[src/rtl/mips_check_pkg.sv]
// Shared types and constants for the MIPS store checker.
// Latency: none (declarations only).
// Backpressure: none (declarations only).
package mips_check_pkg;

    localparam int WORD_W = 32;

    typedef enum logic [1:0] {
        IDLE = 2'd0,
        RUN  = 2'd1,
        PASS = 2'd2,
        FAIL = 2'd3
    } chk_state_t;

    typedef enum logic [1:0] {
        FC_NONE    = 2'd0,
        FC_ADR     = 2'd1,
        FC_DATA    = 2'd2,
        FC_TIMEOUT = 2'd3
    } fail_code_t;

endpackage

[src/rtl/store_checker_table.sv]
// Expected-store table: N_EXP entries of {address, data}, read at the current pointer.
// Latency: write lands on the next edge; read is combinational.
// Backpressure: none; writes are accepted whenever i_we is high.
module store_checker_table
    import mips_check_pkg::*;
#(
    parameter int N_EXP = 4,
    parameter int IDX_W = 2
) (
    input  logic              i_clk,
    input  logic              i_reset,
    input  logic              i_we,
    input  logic [IDX_W-1:0]  i_widx,
    input  logic [WORD_W-1:0] i_wadr,
    input  logic [WORD_W-1:0] i_wdata,
    input  logic [IDX_W-1:0]  i_ridx,
    output logic [WORD_W-1:0] o_radr,
    output logic [WORD_W-1:0] o_rdata
);

    logic [2*WORD_W-1:0] r_mem [N_EXP];
    logic [2*WORD_W-1:0] w_rd;

    // Entry storage: cleared on reset, one entry written per edge.
    always_ff @(posedge i_clk) begin
        if (i_reset) begin
            for (int i = 0; i < N_EXP; i++) begin
                r_mem[i] <= '0;
            end
        end else if (i_we) begin
            r_mem[i_widx] <= {i_wadr, i_wdata};
        end
    end

    // Combinational read of the entry under the pointer.
    always_comb begin
        w_rd    = r_mem[i_ridx];
        o_radr  = w_rd[2*WORD_W-1:WORD_W];
        o_rdata = w_rd[WORD_W-1:0];
    end

endmodule

[config.mk]
export PLATFORM = sky130hd
export DESIGN_NAME = store_checker_table
export DESIGN_NICKNAME = d
export VERILOG_FILES = /design/src/rtl/mips_check_pkg.sv /design/src/rtl/store_checker_table.sv
export SDC_FILE = /design/constraint.sdc
export NUM_CORES = 1
export LEC_CHECK = 0
export ABC_AREA = 0
export BUFFER_PORTS_ARGS = -buffer_cell sky130_fd_sc_hd__buf_2
export CAP_MARGIN = 20
export CORE_ASPECT_RATIO = 1.2
export CORE_MARGIN = 3
export CORE_UTILIZATION = 38
export CTS_BUF_LIST = sky130_fd_sc_hd__clkbuf_4 sky130_fd_sc_hd__clkbuf_8
export CTS_CLUSTER_SIZE = 12
export DETAILED_ROUTE_END_ITERATION = 8
export PLACE_DENSITY = 0.62
export SETUP_SLACK_MARGIN = 0.05
export SLEW_MARGIN = 25
export SYNTH_ARGS = -nofsm -noshare
export SYNTH_HDL_FRONTEND = slang
export SYNTH_SLANG_ARGS = --single-unit
export TNS_END_PERCENT = 30
[constraint.sdc]
create_clock -name i_clk -period 4.4 [get_ports i_clk]
set_input_delay 0.22 -clock i_clk [delete_from_list [all_inputs] [get_ports i_clk]]
set_output_delay 0.22 -clock i_clk [all_outputs]
set_load 0.03 [all_outputs]
======== Yosys cells after proc, flatten, opt, wreduce, memory -nomap -nowiden ========
Memories as Yosys holds them, arrays and structs flattened.
Cells that the tools add are included.
word-level totals
  register bits ........................... 0
  bits in writable memories ............... 256
  input port bits ......................... 71
  output and inout port bits .............. 64
  memories kept ........................... 1
memories
  memory  depth  bits a word  rd ports  clocked after Yosys merged registers in  write ports  line                       text
  r_mem   4      64           1         0                                        4            store_checker_table.sv:21  logic [2*WORD_W-1:0] r_mem [N_EXP];
operators by class
  mux-type cells .......................... 8
  reductions and logical operators ........ 1
operator list
  kind                 count
  2-to-1 mux 64 bit    1
  OR reduction 64 bit  1
  2-to-1 mux 1 bit     6
  2-to-1 mux 2 bit     1

======== Logic depth before layout (Yosys ltp) ========
Gate-level depths: netlist (run 1).
  word-level depth ........................ 5
  depth in mapped cells ................... 4
  gate-level depth less buffers ........... 2

======== Worst setup path after synthesis (run 1) ========
Ideal clock, no wire load.
  path kind ............................... input to register
  from .................................... input port i_widx[0]
  to ...................................... memory r_mem[0][0] (netlist name) (enable)
  library setup time ...................... 0.499 ns
  arrival time ............................ 3.348 ns
  required time ........................... 3.901 ns
  setup slack ............................. 0.553 ns
  stages .................................. 2
  buffers on the path ..................... 0
  cell sequence ........................... nand2b_1 > o21bai_1
RTL lines
  item         line                       text
  from (decl)  store_checker_table.sv:13  input logic [IDX_W-1:0] i_widx,
  to (decl)    store_checker_table.sv:21

======== Worst setup path in the final report (run 1) ========
  from .................................... input port i_ridx[0]
  to ...................................... output port o_rdata[25]
between the ends
  longest elaborated chain between the ends .. 1
RTL lines
  item                      line                       text
  from (decl)               store_checker_table.sv:16  input logic [IDX_W-1:0] i_ridx,
  memory read (4 x 64 bit)  n/a
  to (decl)                 store_checker_table.sv:18  output logic [WORD_W-1:0] o_rdata
No other way between the ends.

==> impl_metrics.tcl, run 1 <==
set metrics [dict create \
    vias_per_cell 4.79 \
    largest_reg_flops 256 \
    syn_to_final_growth_pct 22.6 \
    final_area_mm2 0.0136 \
    grt_pass1_wl_mm 37.3 \
    synthCells 627 \
    timing.final.crit_share_pct 48.4 \
    start_util_pct 39.1 \
    hp-class "in -> reg" \
    start_kind "input pin" \
    yosys.area_share.simple_pct 15.3 \
    synth_xor_area_share_pct 0 \
    grt_max_degree 65 \
    seqPwrFrac_pct 52.5 \
    arrival_ns 1.91 \
    coreArea_mm2 0.0283 \
    p_clk_share_pct 35.8 \
    htreeDepth 2 \
    dieArea_mm2 0.0312 \
    fill_cells 2521 \
    power_switching_mw 1.33 \
    timing.setup.tns_ns 0 \
    post-route-min-period_ns 2.13 \
    maxCapViolations 0 \
    routedWlPerCell_um 19.2 \
    drt_pass1_iterations 4 \
    ant_nets 0 \
    synth_compound_area_share_pct 0.294 \
    p_sw_share_pct 23.8 \
    place_congestion 0.722 \
    power_frac_comb_pct 11.7 \
    end_kind "primary output" \
    cp_max_fo 45 \
    required_ns 4.18 \
    cts.sink_count 256 \
    cpMaxStageDelayCell "mux4_2" \
    ys_types 17 \
    hpwlAfterDp_mm 13.5 \
    cts_buffers 40 \
    synthesis.nets 698 \
    first_iter_violations 358 \
    worst-path-buf-inv 3 \
    core.rowCount 67 \
    grt_overflow_total 0 \
    setup-violations-final 0 \
    syn_area_mm2 0.0111 \
    outcome "completed" \
    relSlewSlack_pct 35.0 \
    port_buffers 134 \
    vdd_drop_max_mv 0.154 \
    fmax_mhz 470 \
    top_register "r_mem" \
    hp-start "i_wdata[20]" \
    vias 5943 \
    worstMarginPinSlew_ns 0.975 \
    avgSynthCellArea_um2 17.7 \
    track_usage_pct 15.6 \
    nets 907 \
    ys_seq_area_share_pct 69.4 \
    io_pins 135 \
    finalMaxSlewViolations 0 \
    rsz0062_at_grt "false" \
    powerDensity_mw_per_mm2 412 \
    drive_gt1_share_pct 34.5 \
    synth_top_family_by_area "simple AND/OR/NAND/NOR gates" \
    path_class "in -> out" \
    p_leak_nw 5.02 \
    crit_chain "buf_6, buf_4, mux4_2, buf_2" \
    intPower_mw 4.26 \
    reg.largest.list "r_mem x256" \
    antenna_found_initial 2 \
    fp.dieH_um 193 \
    cts.clk_slew.worst_paths_ns 0.07 \
    drc 0 \
    synth_warnings 0 \
    worstHoldEndpoint "r_mem[3][20]$_DFFE_PP_" \
    grt_pass1_vias 6595 \
    synth_fa_ha_area_share_pct 0 \
    clockRootBuffer "clkbuf_8" \
    routed_wl_mm 23.9 \
    synthMuxAreaShare_pct 13.0 \
    clock_path_buffers 3 \
    die_x_um 162 \
    hold_viol_final 0 \
    path_delay_family "buffers and inverters" \
    ys_seq_elements 256 \
    placed_area_mm2 0.0121 \
    cts_tree "yes" \
    postCtsSetupRepairBufs 0 \
    slowest_delay_ns 0.53 \
    whs_path_depth 2 \
]
## what timing repair did
item | 4_1_cts | 5_1_grt
setup endpoints to repair | 0 | 0
endpoints found under the hold margin | 230 | 0
resized for setup | 0 | 0
hold buffers | 62 | 0
## power groups by stage
| stage | Sequential, mW | Combinational, mW | Clock (mW) |
|---|---|---|---|
| after floorplan | 2.97 | 0.414 | 0 |
| after global placement | 2.98 | 0.617 | 0 |
| after detailed placement | 2.99 | 0.620 | 0 |
| after CTS | 2.94 | 0.666 | 2.06 |
| after global routing | 2.95 | 0.702 | 2.17 |
| final | 2.93 | 0.654 | 2.00 |
## Yosys cell counts
| library cell | n | area, um2 |
|---|---|---|
| edfxtp_1 | 256 | 7690 |
| and2_1 | 235 | 1470 |
| mux4_2 | 64 | 1440 |
| and2_2 | 21 | 158 |
| clkbuf_2 | 19 | 95.1 |
| buf_2 | 8 | 40.0 |
| buf_4 | 6 | 45.0 |
| clkbuf_1 | 6 | 22.5 |
| a31o_2 | 2 | 17.5 |
| and4bb_1 | 2 | 25.0 |
| o21bai_1 | 2 | 15.0 |
| and2b_2 | 1 | 8.76 |
| buf_1 | 1 | 3.75 |
| buf_6 | 1 | 11.3 |
| inv_1 | 1 | 3.75 |
| nand2b_1 | 1 | 6.26 |
| nor4b_4 | 1 | 23.8 |
## worst max path at each step
stage / depth (start not counted) / slack [ns] / startpoint / endpoint
floorplan: 2 / 0.55 / i_widx[0] / r_mem[0][0]$_SDFFCE_PN0P_
global placement: 4 / 1.98 / i_ridx[0] / o_rdata[26]
detailed placement: 4 / 1.99 / i_ridx[0] / o_rdata[25]
CTS: 4 / 1.99 / i_ridx[0] / o_rdata[25]
global route: 4 / 2.12 / i_ridx[0] / o_rdata[26]
finish: 4 / 2.27 / i_ridx[0] / o_rdata[25]
## metrics by stage
step           power [mW]  utilization [%]  cells  hold slack (ns)  setup slack, ns
6_report             5.59             47.9   1242           0.0257             2.27
5_1_grt              5.82             47.9   1242          0.00706             2.12
4_1_cts              5.66             47.8   1239          0.00306             1.99
3_5_place_dp         3.61             42.8   1110            0.534             1.99
3_3_place_gp         3.60             42.8   1110            0.531             1.98
2_1_floorplan        3.38                -    627            0.418            0.553
## logic make-up after synthesis
| logic type | after synthesis |
|---|---|
| simple gates | 261 |
| flops | 256 |
| mux | 64 |
| buf+inv | 42 |
| compound gates | 4 |
## per-layer routing
metal | vias to the layer above | track usage [%] | routed length (um)
met5 | - | 0 | 0
met4 | 0 | 6.17 | 731
met3 | 56 | 2.91 | 1020
met2 | 148 | 27.5 | 12300
met1 | 2983 | 19.0 | 9780
li1 | 2756 | - | -
## cells in the final DEF (no fill, tap or decap), types with 3 or more instances in the layout
cell           Yosys  final
edfxtp_1         256    256
and2_1           235    235
buf_2              8    132
mux4_2            64     64
dlygate4sd3_1      0     62
clkbuf_8           0     41
and2_2            21     21
buf_4              6     12
clkinv_1           0      9
clkbuf_4           0      9
bufinv_16          0      3
clkinv_2           0      3
## final cells by class
class	count	area [um2]	area share, %
Sequential cell	256	7690	56.6
Multi-Input combinational cell	329	3210	23.6
Timing Repair Buffer	208	1410	10.4
Clock buffer	50	632	4.65
Tap cell	379	474	3.49
Clock inverter	17	154	1.13
Antenna cell	2	5.00	0.0369
Inverter	1	3.75	0.0276
Power figures use the tool's default switching activity.
==> run 2: changes to the inputs <==
Settings changed: PLACE_DENSITY 0.62 to 0.64.
Clock period 4.4 ns to 1.87 ns, I/O delays scaled along.
==> run 2 against run 1 <==
Effect of this change:
- clock power increased by 150%
- first-iteration DRC count decreased by 18%
- cell area increased by 1.6%
- die area unchanged
- setup slack got worse by 2.1 ns
- routed wire length increased by 1.9%
- global-route usage increased by 0.51 points
- flip-flop and latch count unchanged
- sequential share of layout area decreased by 0.89 points
- via count increased by 1.8%
- critical path type is now reg -> out
- critical endpoint is now o_radr[22]
==> impl_metrics.tcl, run 2 (synthesis results as in run 1) <==
set metrics [dict create \
    powerDensity_mw_per_mm2 971 \
    coreArea_mm2 0.0283 \
    top_register "r_mem" \
    final_core_util_pct 48.7 \
    arrival_ns 1.61 \
    setup-violations-final 0 \
    hp-start "i_widx[1]" \
    grt_pass1_vias 6766 \
    p_leak_nw 5.13 \
    outcome "completed" \
    finalMaxSlewViolations 0 \
    num_antenna_cells 0 \
    ctsResizeCount 0 \
    path_class "reg -> out" \
    grt_pass1_wl_mm 38.4 \
    core.rowCount 67 \
    final_cell_mix "256 x edfxtp_1, 235 x and2_1, 132 x buf_2" \
    cts_buffers 44 \
    hold_viol_final 0 \
    drc 0 \
    htreeDepth 2 \
    cts_tree "yes" \
    start_util_pct 39.1 \
    timing.final.crit_share_pct 91.2 \
    hpwlAfterDp_mm 12.5 \
    io_pins 135 \
    cts.sink_count 256 \
    syn_to_final_growth_pct 24.6 \
    vias 6050 \
    largest_reg_flops 256 \
    worstMarginPinSlew_ns 0.458 \
    antenna_found_initial 2 \
    cts.clk_slew.worst_paths_ns 0.06 \
    power.total_mw 13.4 \
    start_kind "flop" \
    crit_start "r_mem[3][54]$_DFFE_PP_" \
    timing.setup.tns_ns 0 \
    fp.dieH_um 193 \
    clockRootBuffer "clkbuf_8" \
    place_congestion 0.680 \
    drt_pass1_iterations 4 \
    vdd_drop_max_mv 0.669 \
    vias_per_cell 4.82 \
    drive_gt1_share_pct 35.4 \
    clock_path_buffers 3 \
    first_iter_violations 293 \
    routedWlPerCell_um 19.4 \
    nets 915 \
    place_ws_ns 0.448 \
    timing.hold.ws_ns 0.215 \
    grt_overflow_total 0 \
    routed_wl_mm 24.3 \
    ant_nets 0 \
    dieArea_mm2 0.0312 \
    relSlewSlack_pct 69.4 \
    setup_ws_ns 0.164 \
    track_usage_pct 16.1 \
    post-route-min-period_ns 1.71 \
    reg.largest.list "r_mem x256" \
    cp_max_fo 1 \
    final_common_cell "edfxtp_1" \
    port_buffers 134 \
    fmax_mhz 586 \
    rsz0062_at_grt "false" \
    die_x_um 162 \
    hp-class "in -> reg" \
    end_kind "primary output" \
    maxCapViolations 0 \
    required_ns 1.78 \
    grt_max_degree 65 \
]
==> run 2: cell types whose count changed in the layout (fill, tap and decap cells not counted), sizes merged <==
cell / previous run / this run
clkbuf: 50 / 64
buf: 146 / 148
bufinv: 3 / 1
diode: 2 / 0
dlygate4sd3: 62 / 64
clkinv: 12 / 11
==> run 2: repair_timing <==
| item | in CTS | in global routing |
|---|---|---|
| endpoints found under the hold margin | 256 | 0 |
| buffers inserted | 0 | 0 |
| hold buffers | 64 | 0 |
| setup endpoints to repair | 0 | 0 |
==> run 2: final cells by class <==
class	instances	area (um2)
clock buffers	64	762
clock inverters	14	88.8
fillers	2466	14500
inverters	1	3.75
multi-input cells	329	3210
flip-flops and latches	256	7690
well taps	379	474
repair buffers	212	1570
==> run 2: power breakdown <==
group | internal (mW) | leakage (nW) | switching, mW
clock network | 2.74 | 0.447 | 2.18
logic | 0.649 | 2.16 | 0.933
registers | 6.78 | 2.52 | 0.107
==> run 2: critical path: stages, from the launching register on <==
cell and delay (ns):
edfxtp_1 0.38, mux4_2 0.49, buf_2 0.20
==> run 2: path summary, 6_finish.rpt <==
check	end	slack, ns	cells after the start
worst max-delay path	o_radr[22]	0.16	2
worst min-delay path	r_mem[0][23]$_SDFFCE_PN0P_	0.22	3
==> run 2: per-stage QoR <==
step / instance area [um2] / cells
after global placement: 12300 / 1113
final: 13800 / 1255
after CTS: 13800 / 1255
after global routing: 13800 / 1255
after detailed placement: 12300 / 1113
after floorplan: 11100 / 627
==> run 2: routing by layer <==
layer | share of wire [%] | vias to the layer above | GRT usage (%)
met5 | 0.058 | - | 0
met4 | 2.1 | 4 | 5.15
met3 | 4.8 | 47 | 3.72
met2 | 50 | 146 | 27.5
met1 | 43 | 3068 | 20.5
li1 | - | 2785 | -
==> run 3: changes to the inputs <==
Settings changed: ABC_CLOCK_PERIOD_IN_PS from default to 1870, RECOVER_POWER from default to 100.
==> run 3 against run 2 <==
Effect of this change:
- the run now ends with capacitance limit, slew limit left
- die area unchanged
- flip-flop and latch count is the same
- non-clock buffer count unchanged
- worst hold slack improved by 0.13 ns
- largest cell class unchanged
- highest routed layer unchanged
==> impl_metrics.tcl, run 3 (synthesis results as in run 1) <==
set metrics [dict create \
    worstMarginPinSlew_ns 1.51 \
    path_class "reg -> out" \
    p_clk_share_pct 36.8 \
    drive_gt1_share_pct 33.3 \
    io_pins 135 \
    power.total_mw 13.4 \
    arrival_ns 1.61 \
    final_common_cell "edfxtp_1" \
    setup_ws_ns 0.162 \
    finalMaxSlewViolations 65 \
    slowest_delay_ns 0.47 \
    grt_pass1_wl_mm 38.4 \
    timing.hold.ws_ns 0.347 \
    routed_wl_mm 24.3 \
    relSlewSlack_pct -0.553 \
    maxCapViolations 2 \
    cts_tree "yes" \
    final_cell_mix "256 x edfxtp_1, 152 x and2_1, 83 x and2_0" \
    routedWlPerCell_um 19.3 \
    cts.clk_slew.worst_paths_ns 0.06 \
    place_ws_ns 0.448 \
    setup-violations-final 0 \
    placed_area_mm2 0.0123 \
    place_congestion 0.680 \
    rsz0062_at_grt "false" \
    core.rowCount 67 \
    grtUsageMet2_pct 27.5 \
    power_frac_comb_pct 11.5 \
    dieArea_mm2 0.0312 \
    track_usage_pct 16.1 \
    fmax_mhz 585 \
    coreArea_mm2 0.0283 \
    ctsResizeCount 0 \
    powerDensity_mw_per_mm2 980 \
    syn_to_final_growth_pct 23.0 \
    grt_overflow_total 0 \
    grt_pass1_vias 6766 \
    use_met3_pct 3.72 \
    drc 0 \
    stdcell_count 1255 \
    clockRootBuffer "clkbuf_8" \
    hp-class "in -> reg" \
    num_antenna_cells 0 \
    p_sw_share_pct 24.1 \
    largest_reg_flops 256 \
    violations "capacitance limit, slew limit" \
    top_register "r_mem" \
    p_leak_nw 4.97 \
    ant_nets 0 \
    reg.largest.list "r_mem x256" \
    clock_path_buffers 3 \
    path_delay_family "multiplexers" \
    cp_max_fo 1 \
    vias 6037 \
    cts_buffers 44 \
    end_kind "primary output" \
    placedCellCount 1113 \
    final_area_mm2 0.0136 \
    hpwlAfterDp_mm 12.5 \
    seqPwrFrac_pct 51.7 \
    nets 915 \
    met1_usage_pct 20.5 \
    vdd_drop_max_mv 0.667 \
    cts.sink_count 256 \
    start_util_pct 39.1 \
    intPower_mw 10.1 \
    vias_per_cell 4.81 \
    port_buffers 134 \
    power_switching_mw 3.22 \
    outcome "complete, but fails checks" \
    worst-path-buf-inv 1 \
    cpMaxStageDelayCell "mux4_2" \
    grt_max_degree 65 \
    gr-max-usage-layer "met2" \
    hold_viol_final 0 \
    htreeDepth 2 \
    drt_pass1_iterations 4 \
    post-route-min-period_ns 1.71 \
    required_ns 1.78 \
    first_iter_violations 250 \
    antenna_found_initial 2 \
    fp.dieH_um 193 \
    crit_chain "mux4_2, clkbuf_2" \
    die_x_um 162 \
    start_kind "flop" \
    timing.final.crit_share_pct 91.4 \
]
-- run 3: what timing repair did --
| action | 4_1_cts | 5_1_grt |
|---|---|---|
| hold buffers | 64 | 0 |
| buffers inserted | 0 | 0 |
| hold endpoints to repair | 256 | 0 |
-- run 3: final cells by class --
| type | count | area, um2 |
|---|---|---|
| multi-input cells | 329 | 3190 |
| fillers | 2491 | 14700 |
| flip-flops and latches | 256 | 7690 |
| well taps | 379 | 474 |
| clock buffers | 64 | 762 |
| repair buffers | 212 | 1420 |
| inverters | 1 | 3.75 |
| clock inverters | 14 | 88.8 |
-- run 3: worst paths after layout --
kind	start	to	slack, ns	cells past startpoint
setup / recovery	r_mem[2][55]$_SDFFCE_PN0P_	o_radr[23]	0.16	2
hold / removal	i_we	r_mem[2][63]$_SDFFCE_PN0P_	0.35	3
-- run 3: tightest hold or removal path, stage by stage --
cell and delay, ns:
buf_2 0.14, and4bb_1 0.30, and2_1 0.19
-- run 3: stage by stage --
stage                     utilization, %  setup TNS (ns)
after global placement              43.4               0
after CTS                           48.7               0
after global routing                48.1               0
after floorplan                        -          -65.25
after detailed placement            43.4               0
final                               48.1               0
-- run 3: power groups by stage --
stage	combinational, mW	sequential (mW)	clock (mW)
after floorplan	0.976	6.97	0
after global placement	1.50	6.99	0
after detailed placement	1.51	7.01	0
after CTS	1.62	6.89	5.09
after global routing	1.65	6.94	5.34
final	1.54	6.90	4.92
-- run 3: routing by layer --
layer | routed length (um) | part of all wire (%)
met1 | 10400 | 43
met2 | 12100 | 50
met3 | 1190 | 4.9
met4 | 521 | 2.1
met5 | 14 | 0.058
